**config.mk**
```make
export PLATFORM = sky130hd
export DESIGN_NAME = stopwatch_ctrl
export DESIGN_NICKNAME = d
export VERILOG_FILES = /design/src/rtl/stopwatch_pkg.sv /design/src/rtl/stopwatch_prescaler.sv /design/src/rtl/stopwatch_ctrl.sv
export SDC_FILE = /design/constraint.sdc
export NUM_CORES = 1
export LEC_CHECK = 0
export BUFFER_PORTS_ARGS = -buffer_cell sky130_fd_sc_hd__buf_2
export CORE_AREA = 5 5 84 86
export CTS_CLUSTER_SIZE = 25
export DETAILED_ROUTE_END_ITERATION = 7
export DIE_AREA = 0 0 89 91
export PLACE_DENSITY_LB_ADDON = 0.12
export REMOVE_ABC_BUFFERS = 1
export SLEW_MARGIN = 20
export SYNTH_ARGS = -nofsm -noshare
export SYNTH_HDL_FRONTEND = slang
export SYNTH_SLANG_ARGS = --single-unit
```
**constraint.sdc**
```tcl
create_clock -name clk -period 2.9 [get_ports clk]
set_input_delay 0.29 -clock clk [delete_from_list [all_inputs] [get_ports clk]]
set_output_delay 0.29 -clock clk [all_outputs]
set_load 0.05 [all_outputs]
```
**src/rtl/stopwatch_pkg.sv**
```systemverilog
// Shared types and default constants for the stopwatch run/pause/lap/clear controller.
package stopwatch_pkg;

  typedef enum logic [1:0] {
    IDLE  = 2'd0,
    RUN   = 2'd1,
    LAP   = 2'd2,
    PAUSE = 2'd3
  } sw_state_e;

  localparam int TENTHS_MAX  = 9;
  localparam int CLK_HZ_DEF  = 50_000_000;
  localparam int TICK_HZ_DEF = 10;
  localparam int SEC_MAX_DEF = 999;

endpackage

```
**src/rtl/stopwatch_prescaler.sv**
```systemverilog
// Modulo-DIV prescaler with enable and synchronous clear; tc marks the wrap cycle.
module stopwatch_prescaler
  import stopwatch_pkg::*;
#(
  parameter int DIV = 10
) (
  input  logic clk,
  input  logic rst_n,
  input  logic en,
  input  logic clr,
  output logic tc
);

  localparam int            CW   = (DIV > 1) ? $clog2(DIV) : 1;
  localparam logic [CW-1:0] LAST = CW'(DIV - 1);

  logic [CW-1:0] cnt_q, cnt_d;

  assign tc = en && (cnt_q == LAST);

  always_comb begin
    cnt_d = cnt_q;
    if (clr)     cnt_d = '0;
    else if (en) cnt_d = tc ? '0 : cnt_q + 1'b1;
  end

  always_ff @(posedge clk or negedge rst_n) begin
    if (!rst_n) cnt_q <= '0;
    else        cnt_q <= cnt_d;
  end

endmodule

```
**src/rtl/stopwatch_ctrl.sv**
```systemverilog
// Stopwatch FSM, tenths/seconds counters, lap capture and display mux.
module stopwatch_ctrl
  import stopwatch_pkg::*;
#(
  parameter int CLK_HZ  = CLK_HZ_DEF,
  parameter int TICK_HZ = TICK_HZ_DEF,
  parameter int SEC_MAX = SEC_MAX_DEF,
  parameter int SEC_W   = $clog2(SEC_MAX + 1)
) (
  input  logic             clk,
  input  logic             rst_n,
  input  logic             btn_start_stop,
  input  logic             btn_lap,
  input  logic             btn_clear,
  output logic             running,
  output logic             lap_active,
  output logic             tick,
  output logic [3:0]       tenths,
  output logic [SEC_W-1:0] seconds,
  output logic [3:0]       disp_tenths,
  output logic [SEC_W-1:0] disp_seconds,
  output logic             overflow
);

  localparam int DIV = CLK_HZ / TICK_HZ;

  if ((CLK_HZ % TICK_HZ) != 0 || DIV < 2) begin : g_bad_div
    $error("stopwatch_ctrl: CLK_HZ/TICK_HZ must be an integer >= 2");
  end

  localparam logic [3:0]       TEN_LAST = 4'(TENTHS_MAX);
  localparam logic [SEC_W-1:0] SEC_LAST = SEC_W'(SEC_MAX);

  sw_state_e        state_q;
  logic [3:0]       tenths_q, lap_tenths_q;
  logic [SEC_W-1:0] sec_q, lap_sec_q;
  logic             tick_q, ovf_q, running_q, lap_q;
  logic             cnt_en, clr, tc;

  // Counting and clearing both follow the pre-edge state.
  assign cnt_en = (state_q == RUN) || (state_q == LAP);
  assign clr    = (state_q == PAUSE) && btn_clear;

  stopwatch_prescaler #(.DIV(DIV)) u_presc (
    .clk   (clk),
    .rst_n (rst_n),
    .en    (cnt_en),
    .clr   (clr),
    .tc    (tc)
  );

  always_ff @(posedge clk or negedge rst_n) begin
    if (!rst_n) begin
      state_q      <= IDLE;
      tenths_q     <= '0;
      sec_q        <= '0;
      lap_tenths_q <= '0;
      lap_sec_q    <= '0;
      tick_q       <= 1'b0;
      ovf_q        <= 1'b0;
      running_q    <= 1'b0;
      lap_q        <= 1'b0;
    end else begin
      tick_q <= tc;
      if (tc) begin
        if (tenths_q == TEN_LAST) begin
          tenths_q <= '0;
          if (sec_q == SEC_LAST) begin
            sec_q <= '0;
            ovf_q <= 1'b1;
          end else begin
            sec_q <= sec_q + 1'b1;
          end
        end else begin
          tenths_q <= tenths_q + 4'd1;
        end
      end
      case (state_q)
        IDLE: if (btn_start_stop) begin
          state_q   <= RUN;
          running_q <= 1'b1;
        end
        RUN: if (btn_start_stop) begin
          state_q   <= PAUSE;
          running_q <= 1'b0;
        end else if (btn_lap) begin
          state_q      <= LAP;
          lap_q        <= 1'b1;
          lap_tenths_q <= tenths_q;
          lap_sec_q    <= sec_q;
        end
        LAP: if (btn_start_stop) begin
          state_q   <= PAUSE;
          running_q <= 1'b0;
          lap_q     <= 1'b0;
        end else if (btn_lap) begin
          state_q <= RUN;
          lap_q   <= 1'b0;
        end
        PAUSE: if (btn_clear) begin
          state_q      <= IDLE;
          tenths_q     <= '0;
          sec_q        <= '0;
          lap_tenths_q <= '0;
          lap_sec_q    <= '0;
          ovf_q        <= 1'b0;
        end else if (btn_start_stop) begin
          state_q   <= RUN;
          running_q <= 1'b1;
        end
        default: state_q <= IDLE;
      endcase
    end
  end

  assign running      = running_q;
  assign lap_active   = lap_q;
  assign tick         = tick_q;
  assign tenths       = tenths_q;
  assign seconds      = sec_q;
  assign overflow     = ovf_q;
  assign disp_tenths  = lap_q ? lap_tenths_q : tenths_q;
  assign disp_seconds = lap_q ? lap_sec_q    : sec_q;

endmodule

```
==> flow_summary.ini <==
[sta]
worstMarginPinSlew_ps = 772
maxSlewHeadroom = 0.478
layout_setup_ws_ps = 148
rsz0062_at_grt = no
skew_ps = 8.64
period_share = 0.949
layout_min_cycle_time_ps = 2750
final-hold-violation-count = 0
setup_viol = 0
final_max_slew_viol_count = 0
fmax_ghz = 0.363

[floorplan]
start_util = 0.505
coreArea_mm2 = 0.00620
die_area_mm2 = 0.00810
die_x_um = 89
placementRows = 29
die_h_um = 91
top_level_ports = 37

[worst_setup_path]
critPathKind = register to register
cp-end-kind = register
start_kind = register
cp-startpoint = state_q[1]$_DFFE_PN0P_
r2r_start = state_q[1]$_DFFE_PN0P_
critPathMaxFanout = 12
worstPathRequired_ps = 3160
crit_arrival_ps = 3010

[route]
drtPass1Iterations = 4
ant_nets = 0
wire_per_inst_um = 15.2
drt-vias-per-instance = 5.61
via_count = 2635
drc = 0
routed_wl_mm = 7.15
drt_iter0_markers = 91

[grt]
grt_pass1_vias = 2621
track_usage = 0.191
grt_max_degree = 32
grt_antenna_before_repair = 0
overflow = 0
grt_first_pass_wirelength_mm = 12.2

[pwr]
switching_power_w = 0.00166
leakagePower_nw = 1.66
combinationalPowerShare = 0.441
peakVddDrop_uv = 677
power_frac_seq = 0.353
power_w = 0.00359
switching_share = 0.462
powerDensity_mw_per_mm2 = 977
power.internal_w = 0.00193
p_clk_frac = 0.206

[clock_tree]
clockRootBuffer = clkbuf_8
clock_sinks = 57
clock_path_buffers = 2
clkTransAtPathRegs_ps = 60
cts_setup_buffers = 0
clkLatencyLatePin_ps = 340
cts_tree = yes
htreeDepth = 3
cts_made_buffers = 9

[placed_design]
dp_slack_ps = -2.30
gp_congestion = 0.852
dp_hpwl_mm = 4.91
io_buffer_count = 36

[synth]
async_flop_share = 1.00
yosys_warnings = 0
syn_avg_cell_area_um2 = 9.13
synth.distinct_cells = 48
synthCells = 343
netlist_area_mm2 = 0.00313
synth_ff_type = dfrtp_1
ys_seq_elements = 57
synth_edf_count = 0
seq_area_frac_synth = 0.455

[cells_and_area]
final_cell_mix = 57 x dfrtp_1, 42 x nand2_1, 36 x buf_2
synthToLayoutAreaGrowth_pct = 17.4
drive_above_1_share = 0.211
final_nets = 400
diodes = 0
layout_commonest_cell = dfrtp_1

[flow_run]
drv_cap = 0

[worst_hold_path]
hp-start = btn_start_stop
min_path_type = input port to register

[status]
outcome = completed
through the flow:
step           TNS, ps  utilization  instance area (um2)  cells  hold WS (ps)
2_1_floorplan     -238            -                 3070    327         -5.59
3_3_place_gp         0        0.558                 3460    454           340
3_5_place_dp     -3.88        0.558                 3460    454           354
4_1_cts              0        0.592                 3670    470           248
5_1_grt              0        0.592                 3680    470           269
6_report             0        0.592                 3680    470           260
layer usage:
metal,wire length (um),vias up,share of wire,track usage
met5,0,-,0,0
met1,3210,1247,0.45,0.249
met2,3490,68,0.49,0.306
met4,91,0,0.013,0.0695
met3,361,9,0.050,0.0471
li1,-,1311,-,-
cell families (layout without fill, tap and decap cells):
kind of cell,Yosys count,after routing,share of synthesized area
AND/OR/NAND/NOR,155,155,0.262
AO/OA/AOI/OAI,66,66,0.126
flip-flops,57,57,0.455
buffers and inverters,27,77,0.0332
XOR/XNOR,19,19,0.0531
multiplexers,13,13,0.0459
adder cells (fa/ha/maj),6,6,0.0240
worst paths after layout:
path	endpoint	slack (ps)	depth (start not counted)
max in group asynchronous	u_presc.cnt_q[17]$_DFFE_PN0P_	1550	3
max	seconds[7]$_DFF_PN0_	150	7
max reg2reg	seconds[7]$_DFF_PN0_	150	7
min	state_q[1]$_DFFE_PN0P_	260	2
min in group asynchronous	lap_sec_q[5]$_DFFE_PN0P_	510	2
min reg2reg	lap_sec_q[0]$_DFFE_PN0P_	480	2
synthesized netlist by cell type, types with 3 or more instances:
cell | count | share of area
o211ai_1 | 4 | 0.0096
clkbuf_1 | 13 | 0.016
and3_1 | 5 | 0.010
nand2b_1 | 12 | 0.024
and4_1 | 4 | 0.011
inv_1 | 11 | 0.013
xnor2_1 | 10 | 0.028
nand4_1 | 8 | 0.016
nand2_1 | 42 | 0.050
o31ai_1 | 3 | 0.0072
ha_1 | 6 | 0.024
nor2_1 | 33 | 0.040
mux2_2 | 11 | 0.040
dfrtp_1 | 57 | 0.46
nand3_1 | 14 | 0.022
o21ai_0 | 23 | 0.037
or4_1 | 4 | 0.0096
a21oi_1 | 19 | 0.030
xor2_1 | 9 | 0.025
or3_1 | 4 | 0.0080
nor3_1 | 9 | 0.014
area by class of cell:
class	instances	area [um2]
Fill cell	571	2530
Clock buffer	12	155
Sequential cell	57	1430
Tap cell	77	96.3
Inverter	11	45.0
Multi-Input combinational cell	259	1610
Clock inverter	3	40.0
Timing Repair Buffer	51	308
sequential cells by signal (all words and copies together) (netlist names), 2 cells and up:
| signal | count |
|---|---|
| state_q | 2 |
| lap_tenths_q | 4 |
| seconds | 10 |
| lap_sec_q | 10 |
| tenths | 4 |
| u_presc.cnt_q | 23 |
critical path: stages, from the launching register on:
cell and delay [ps]:
dfrtp_1 340, inv_1 70, ha_1 340, nand4_4 120, or4_4 540, or4_4 590, or4_1 540, a21oi_1 150
power by group through the flow:
stage | logic [W] | registers (W) | clock network, W
final | 0.00159 | 0.00127 | 0.000740
after global routing | 0.00172 | 0.00130 | 0.000801
after CTS | 0.00160 | 0.00127 | 0.000769
after detailed placement | 0.00159 | 0.00128 | 0
after global placement | 0.00157 | 0.00127 | 0
after floorplan | 0.000910 | 0.00151 | 0
timing repair:
item	in CTS	in global routing
hold buffers	1	0
setup endpoints to repair	5	6
endpoints found under the hold margin	26	0
pin swaps	0	1
gates resized for setup	1	1
(Power assumes the default switching activity.)
